File: src/rtl/booth_pkg.sv
// Shared types for the radix-4 Booth sequential multiplier.
// FSM states, Booth digit encoding and the triplet decoder.
package booth_pkg;

  typedef enum logic [1:0] {
    IDLE,
    CALC,
    DONE
  } state_e;

  // Digit bits: {neg, two, one}
  typedef logic [2:0] digit_t;

  localparam digit_t ZERO = 3'b000;
  localparam digit_t POS1 = 3'b001;
  localparam digit_t POS2 = 3'b010;
  localparam digit_t NEG1 = 3'b101;
  localparam digit_t NEG2 = 3'b110;

  function automatic digit_t booth_decode(
    input logic [2:0] t
  );
    digit_t d;
    case (t)
      3'b001,
      3'b010:  d = POS1;
      3'b011:  d = POS2;
      3'b100:  d = NEG2;
      3'b101,
      3'b110:  d = NEG1;
      default: d = ZERO;
    endcase
    return d;
  endfunction

endpackage

File: src/rtl/booth_pp_row.sv
// One Booth partial-product row: a, triplet in; pp (WIDTH+1, signed) out.
// Encoder plus one select/invert cell per bit, then +1 for negation.
module booth_pp_row
  import booth_pkg::*;
#(
  parameter int WIDTH = 16
) (
  input  logic [WIDTH-1:0] a,
  input  logic [2:0]       trip,
  output logic [WIDTH:0]   pp
);

  digit_t         dig;
  logic [WIDTH:0] a1;
  logic [WIDTH:0] a2;
  logic [WIDTH:0] mag;

  assign dig = booth_decode(trip);
  assign a1  = {a[WIDTH-1], a};
  assign a2  = {a, 1'b0};

  for (genvar i = 0; i <= WIDTH; i++) begin : g_cell
    assign mag[i] = ((dig[0] & a1[i]) |
                     (dig[1] & a2[i])) ^ dig[2];
  end

  assign pp = mag + {{WIDTH{1'b0}}, dig[2]};

endmodule

File: src/rtl/booth_seq_mult.sv
// Iterative signed radix-4 Booth multiplier, one digit per cycle.
// in_valid/in_ready/in_a/in_b -> out_valid/out_ready/out_p; busy.
module booth_seq_mult
  import booth_pkg::*;
#(
  parameter  int WIDTH = 16,
  localparam int CNT_W = $clog2(WIDTH/2)
) (
  input  logic               clk,
  input  logic               rst_n,
  input  logic               in_valid,
  output logic               in_ready,
  input  logic [WIDTH-1:0]   in_a,
  input  logic [WIDTH-1:0]   in_b,
  output logic               out_valid,
  input  logic               out_ready,
  output logic [2*WIDTH-1:0] out_p,
  output logic               busy
);

  state_e               state_q, state_d;
  logic [WIDTH-1:0]     a_q, a_d;
  logic [WIDTH-1:0]     b_q, b_d;
  logic [2*WIDTH-1:0]   acc_q, acc_d;
  logic [CNT_W-1:0]     cnt_q, cnt_d;
  logic                 in_ready_q, in_ready_d;
  logic                 out_valid_q, out_valid_d;
  logic                 busy_q, busy_d;

  logic [WIDTH:0]       b_ext;
  logic [CNT_W:0]       sh;
  logic [2:0]           trip;
  digit_t               dig;
  logic [WIDTH:0]       pp;
  logic                 sgn;
  logic [2*WIDTH-1:0]   pp_ext;
  logic [2*WIDTH-1:0]   pp_sh;
  logic                 last;

  assign b_ext = {b_q, 1'b0};
  assign sh    = {cnt_q, 1'b0};
  assign trip  = b_ext[sh +: 3];
  assign dig   = booth_decode(trip);
  assign last  = (cnt_q == CNT_W'(WIDTH/2 - 1));

  booth_pp_row #(
    .WIDTH (WIDTH)
  ) u_row (
    .a    (a_q),
    .trip (trip),
    .pp   (pp)
  );

  // -2A of the most negative A overflows WIDTH+1 bits;
  // take the extension sign from digit and A, not pp[WIDTH].
  assign sgn = (dig[0] | dig[1]) & (|a_q) &
               (dig[2] ^ a_q[WIDTH-1]);

  assign pp_ext = {{(WIDTH-1){sgn}}, pp};
  assign pp_sh  = pp_ext << sh;

  always_comb begin
    state_d = state_q;
    a_d     = a_q;
    b_d     = b_q;
    acc_d   = acc_q;
    cnt_d   = cnt_q;
    unique case (state_q)
      IDLE: begin
        if (in_valid) begin
          a_d     = in_a;
          b_d     = in_b;
          acc_d   = '0;
          cnt_d   = '0;
          state_d = CALC;
        end
      end
      CALC: begin
        acc_d = acc_q + pp_sh;
        if (last) begin
          cnt_d   = '0;
          state_d = DONE;
        end else begin
          cnt_d = cnt_q + CNT_W'(1);
        end
      end
      DONE: begin
        if (out_ready) state_d = IDLE;
      end
      default: state_d = IDLE;
    endcase
    in_ready_d  = (state_d == IDLE);
    out_valid_d = (state_d == DONE);
    busy_d      = (state_d != IDLE);
  end

  always_ff @(posedge clk or negedge rst_n) begin
    if (!rst_n) begin
      state_q     <= IDLE;
      a_q         <= '0;
      b_q         <= '0;
      acc_q       <= '0;
      cnt_q       <= '0;
      in_ready_q  <= 1'b1;
      out_valid_q <= 1'b0;
      busy_q      <= 1'b0;
    end else begin
      state_q     <= state_d;
      a_q         <= a_d;
      b_q         <= b_d;
      acc_q       <= acc_d;
      cnt_q       <= cnt_d;
      in_ready_q  <= in_ready_d;
      out_valid_q <= out_valid_d;
      busy_q      <= busy_d;
    end
  end

  assign in_ready  = in_ready_q;
  assign out_valid = out_valid_q;
  assign busy      = busy_q;
  assign out_p     = acc_q;

endmodule

File: config.mk
export PLATFORM = sky130hd
export DESIGN_NAME = booth_seq_mult
export DESIGN_NICKNAME = d
export VERILOG_FILES = /design/src/rtl/booth_pkg.sv /design/src/rtl/booth_pp_row.sv /design/src/rtl/booth_seq_mult.sv
export SDC_FILE = /design/constraint.sdc
export NUM_CORES = 1
export LEC_CHECK = 0
export CAP_MARGIN = 20
export CORE_MARGIN = 2
export CORE_UTILIZATION = 45
export DETAILED_ROUTE_END_ITERATION = 10
export PLACE_DENSITY = 0.64
export SLEW_MARGIN = 20
export SYNTH_ARGS = -nofsm -noshare
export SYNTH_HDL_FRONTEND = slang
export SYNTH_SLANG_ARGS = --single-unit
File: constraint.sdc
create_clock -name clk -period 11.25 [get_ports clk]
set_clock_uncertainty 0.2 [all_clocks]
set_input_delay 3.375 -clock clk [delete_from_list [all_inputs] [get_ports clk]]
set_output_delay 3.375 -clock clk [all_outputs]
set_load 0.03 [all_outputs]
==> results by group <==
Finish
  • Multi-input combinational cell area: 0.00418 mm^2
  • # nets final: 839
  • Commonest non-fill, non-tap cell in the layout: o21ai_0
  • Final Instance Area: 0.00732 mm^2
  • Fill cells: 1252
  • Reg area: 0.00180 mm^2
  • Area delta synth->final: 17.6%
  • N_diodes: 0
  • Share of cells above drive strength 1: 11.1%
  • Most frequent cells in the layout: 76 x o21ai_0, 74 x nand2_1, 71 x dfrtp_1, 69 x clkdlybuf4s50_1, 55 x nor2_1

Routing
  • Met1 Routed Length: 7.60 mm
  • Vias: 5614
  • # DRC: 0
  • Post-route ant nets: 0
  • Met2 Wirelength: 7.32 mm
  • Metal3 WL: 751 um
  • WL final: 16.0 mm
  • Post-DR wirelength/cell: 17.0 um
  • DR vias/cell: 5.94
  • Starting DRT DRC Count: 441
  • DR top layer: met4
  • Drt pass-1 iters: 5

Yosys
  • Mapped Avg Cell Area: 8.63 um^2
  • Async SR Flop Fraction: 100%
  • Compound-Gate Fraction of Synth Area: 23.2%
  • Synth Area in Adders: 7.96%
  • Post-Synthesis Cells: 721
  • #FFs+latches synth: 72
  • Top_reg_cell synth: dfrtp_1
  • Synth Area in Simple Gates: 17.3%
  • Netlist cell types: 73
  • Post-Syn Area: 0.00622 mm^2
  • Yosys Warn Count: 0
  • Post-synthesis xor/xnor area fraction: 7.04%
  • Syn Nets: 796
  • Register area share after synthesis: 29.0%
  • Largest family of logic cells by synthesized area: compound AO/OA/AOI/OAI gates
  • Number of synthesized flops with an enable pin: 0
  • Mux share of post-synthesis cell area: 11.5%

Die
  • Core Area: 0.0134 mm^2
  • Chip height: 122 um
  • Rows: 42
  • Die area: 0.0148 mm^2
  • Die width: 122 um
  • I/O pin total: 71
  • Initial Util: 46.4%

Worst setup path
  • Reg2Reg Depth: 25
  • Worst Path Class, Setup: reg -> reg
  • Worst EP arrival: 7.56 ns
  • CP max stage cell: nor2_1
  • Reg-to-reg setup timing slack: 3.72 ns
  • CP Capture Type: register
  • Critical Path Start: cnt_q[2]
  • FF-to-FF Start: cnt_q[2]
  • Max incr delay on CP: 0.86 ns
  • Worst path bufs/invs: 1
  • Startpoint Class: register
  • Worst EP required: 11.27 ns
  • Worst reg2reg endpoint: out_p[31]
  • Critical path's top delay family: compound AO/OA/AOI/OAI gates
  • Worst-path fanout max: 41

Clock tree
  • CTS tree: built
  • CTS root buffer: clkbuf_16
  • Worst-Skew Late Latency: 0.35 ns
  • Hold-fix buffers, CTS: 0
  • # resized after CTS: 0
  • Clk buf depth: 2
  • CTS H-tree lvls: 3
  • CTS clk-pin slew, worst paths: 0.06 ns
  • # Post-CTS Setup Buffers: 0
  • CTS buffer count: 9
  • Sink Count: 72

Run status
  • Outcome: complete, no violations

Placed design
  • Dpl hpwl: 11.8 mm
  • Placed instance area: 0.00701 mm^2
  • Gpl congestion: 0.933
  • Port bufs: 70

Timing
  • Final hold vios: 0
  • Final Cycle Share: 67.0%
  • RSZ-0062 raised after global routing: no
  • Slew @ Worst Pin: 1.07 ns
  • Final Slew Violations: 0
  • Setup TNS: 0 ns
  • Fin crit period: 7.53 ns
  • F_max: 133 MHz
  • Final setup viols: 0
  • Max_slew headroom: 28.2%

Global route
  • Vias in the first global route: 5573
  • Remaining global-route overflow: 0
  • Initial antenna violation count: 0
  • First-pass GRT wire length: 27.1 mm
  • Tot GR Track Use: 22.9%
  • Pin count of the biggest net entering global routing: 73

Worst hold path
  • Hold depth: 1
  • Hold Path Class: reg -> reg
  • Hold EP: b_q[14]
  • Hold wc startpoint: b_q[14]

Job
  • Max-cap check violation count: 0
flip-flops by register name, indices dropped and copies added, names as in the netlist:
name and count:
a_q 16, busy 1, out_p 32, in_ready 1, cnt_q 3, state_q 2, b_q 16, out_valid 1
kinds of logic (layout without fill, tap and decap cells):
group	after synthesis	in the layout
buf+inv	61	109
flops	72	72
mux	57	57
simple gates	224	224
xor+xnor	50	50
fa+ha+maj	39	39
compound gates	218	218
worst max path at each step:
stage                      to  slack [ns]  cells after the start
floorplan           out_p[31]        5.39                     25
global placement    out_p[31]        4.11                     25
detailed placement  out_p[31]        3.96                     26
CTS                 out_p[31]        3.93                     25
global route        out_p[31]        3.04                     26
finish              out_p[31]        3.72                     25
Yosys cell counts, drive strengths merged, types with 3 or more instances:
library cell,instances,share of area [%]
or2,4,0.44
dfrtp,71,29
o21a,6,0.72
a31oi,8,0.80
nand2,74,4.5
o21bai,6,0.72
buf,10,0.97
nor3,18,1.5
o21ai,76,6.1
a22oi,7,0.84
a21oi,31,2.5
clkbuf,34,2.1
a32o,3,0.48
mux4,5,1.9
a221oi,4,0.66
and3,5,0.50
xnor2,29,4.1
nand2b,6,0.60
o31ai,4,0.48
ha,38,7.6
xor2,21,3.0
a221o,5,0.80
nor2,55,3.3
o211ai,9,1.1
and2,6,0.60
mux2,37,6.8
or3,10,1.1
nand3,23,1.8
nor4,6,0.84
nand4,7,0.80
mux2i,15,2.8
a22o,5,0.70
a21o,20,2.4
nor2b,5,0.50
o22ai,3,0.40
a211oi,12,1.5
o32ai,4,0.68
inv,16,0.96
worst register-to-register path, cell delays in order, from the launching register on:
cell and delay (ns):
dfrtp_1 0.33, buf_4 0.37, mux2_2 0.44, a221oi_2 0.54, nor3_2 0.24, nor2_1 0.86
a32oi_1 0.20, o21ai_0 0.15, ha_1 0.25, o221ai_2 0.19, nor3_1 0.30, xor2_1 0.12
mux2_2 0.33, nor2_1 0.10, o21ai_0 0.14, ha_1 0.39, nand2_1 0.07, nor2_1 0.19
nand2_1 0.11, o31ai_1 0.61, a21oi_1 0.25, o21ai_0 0.23, a21oi_1 0.14, o41ai_1 0.42
o21bai_1 0.17, nand3_1 0.08
metrics by stage:
stage,util (%),cells,setup WS [ns],hold slack [ns]
5_1_grt,54.6,945,3.04,0.321
2_1_floorplan,-,721,5.39,0.272
6_report,54.6,945,3.72,0.302
4_1_cts,54.6,945,3.93,0.306
3_5_place_dp,52.3,929,3.96,0.292
3_3_place_gp,52.3,929,4.11,0.290
routing by layer:
metal / up-vias / track usage (%)
met3: 29 / 3.65
met5: - / 0
li1: 2754 / -
met2: 150 / 36.3
met4: 0 / 10.1
met1: 2681 / 31.1
layout make-up:
type | instances | share of cell area [%]
sequential | 72 | 24.6
timing repair buffer | 76 | 10.2
inverter | 17 | 0.872
clock buffer | 11 | 3.32
multi-input combinational | 588 | 57.1
clock inverter | 5 | 0.872
tap | 176 | 3.01
Power is left out: the tool's default activity adds up to more than one toggle a clock period on the data nets, which glitch-free logic cannot reach.
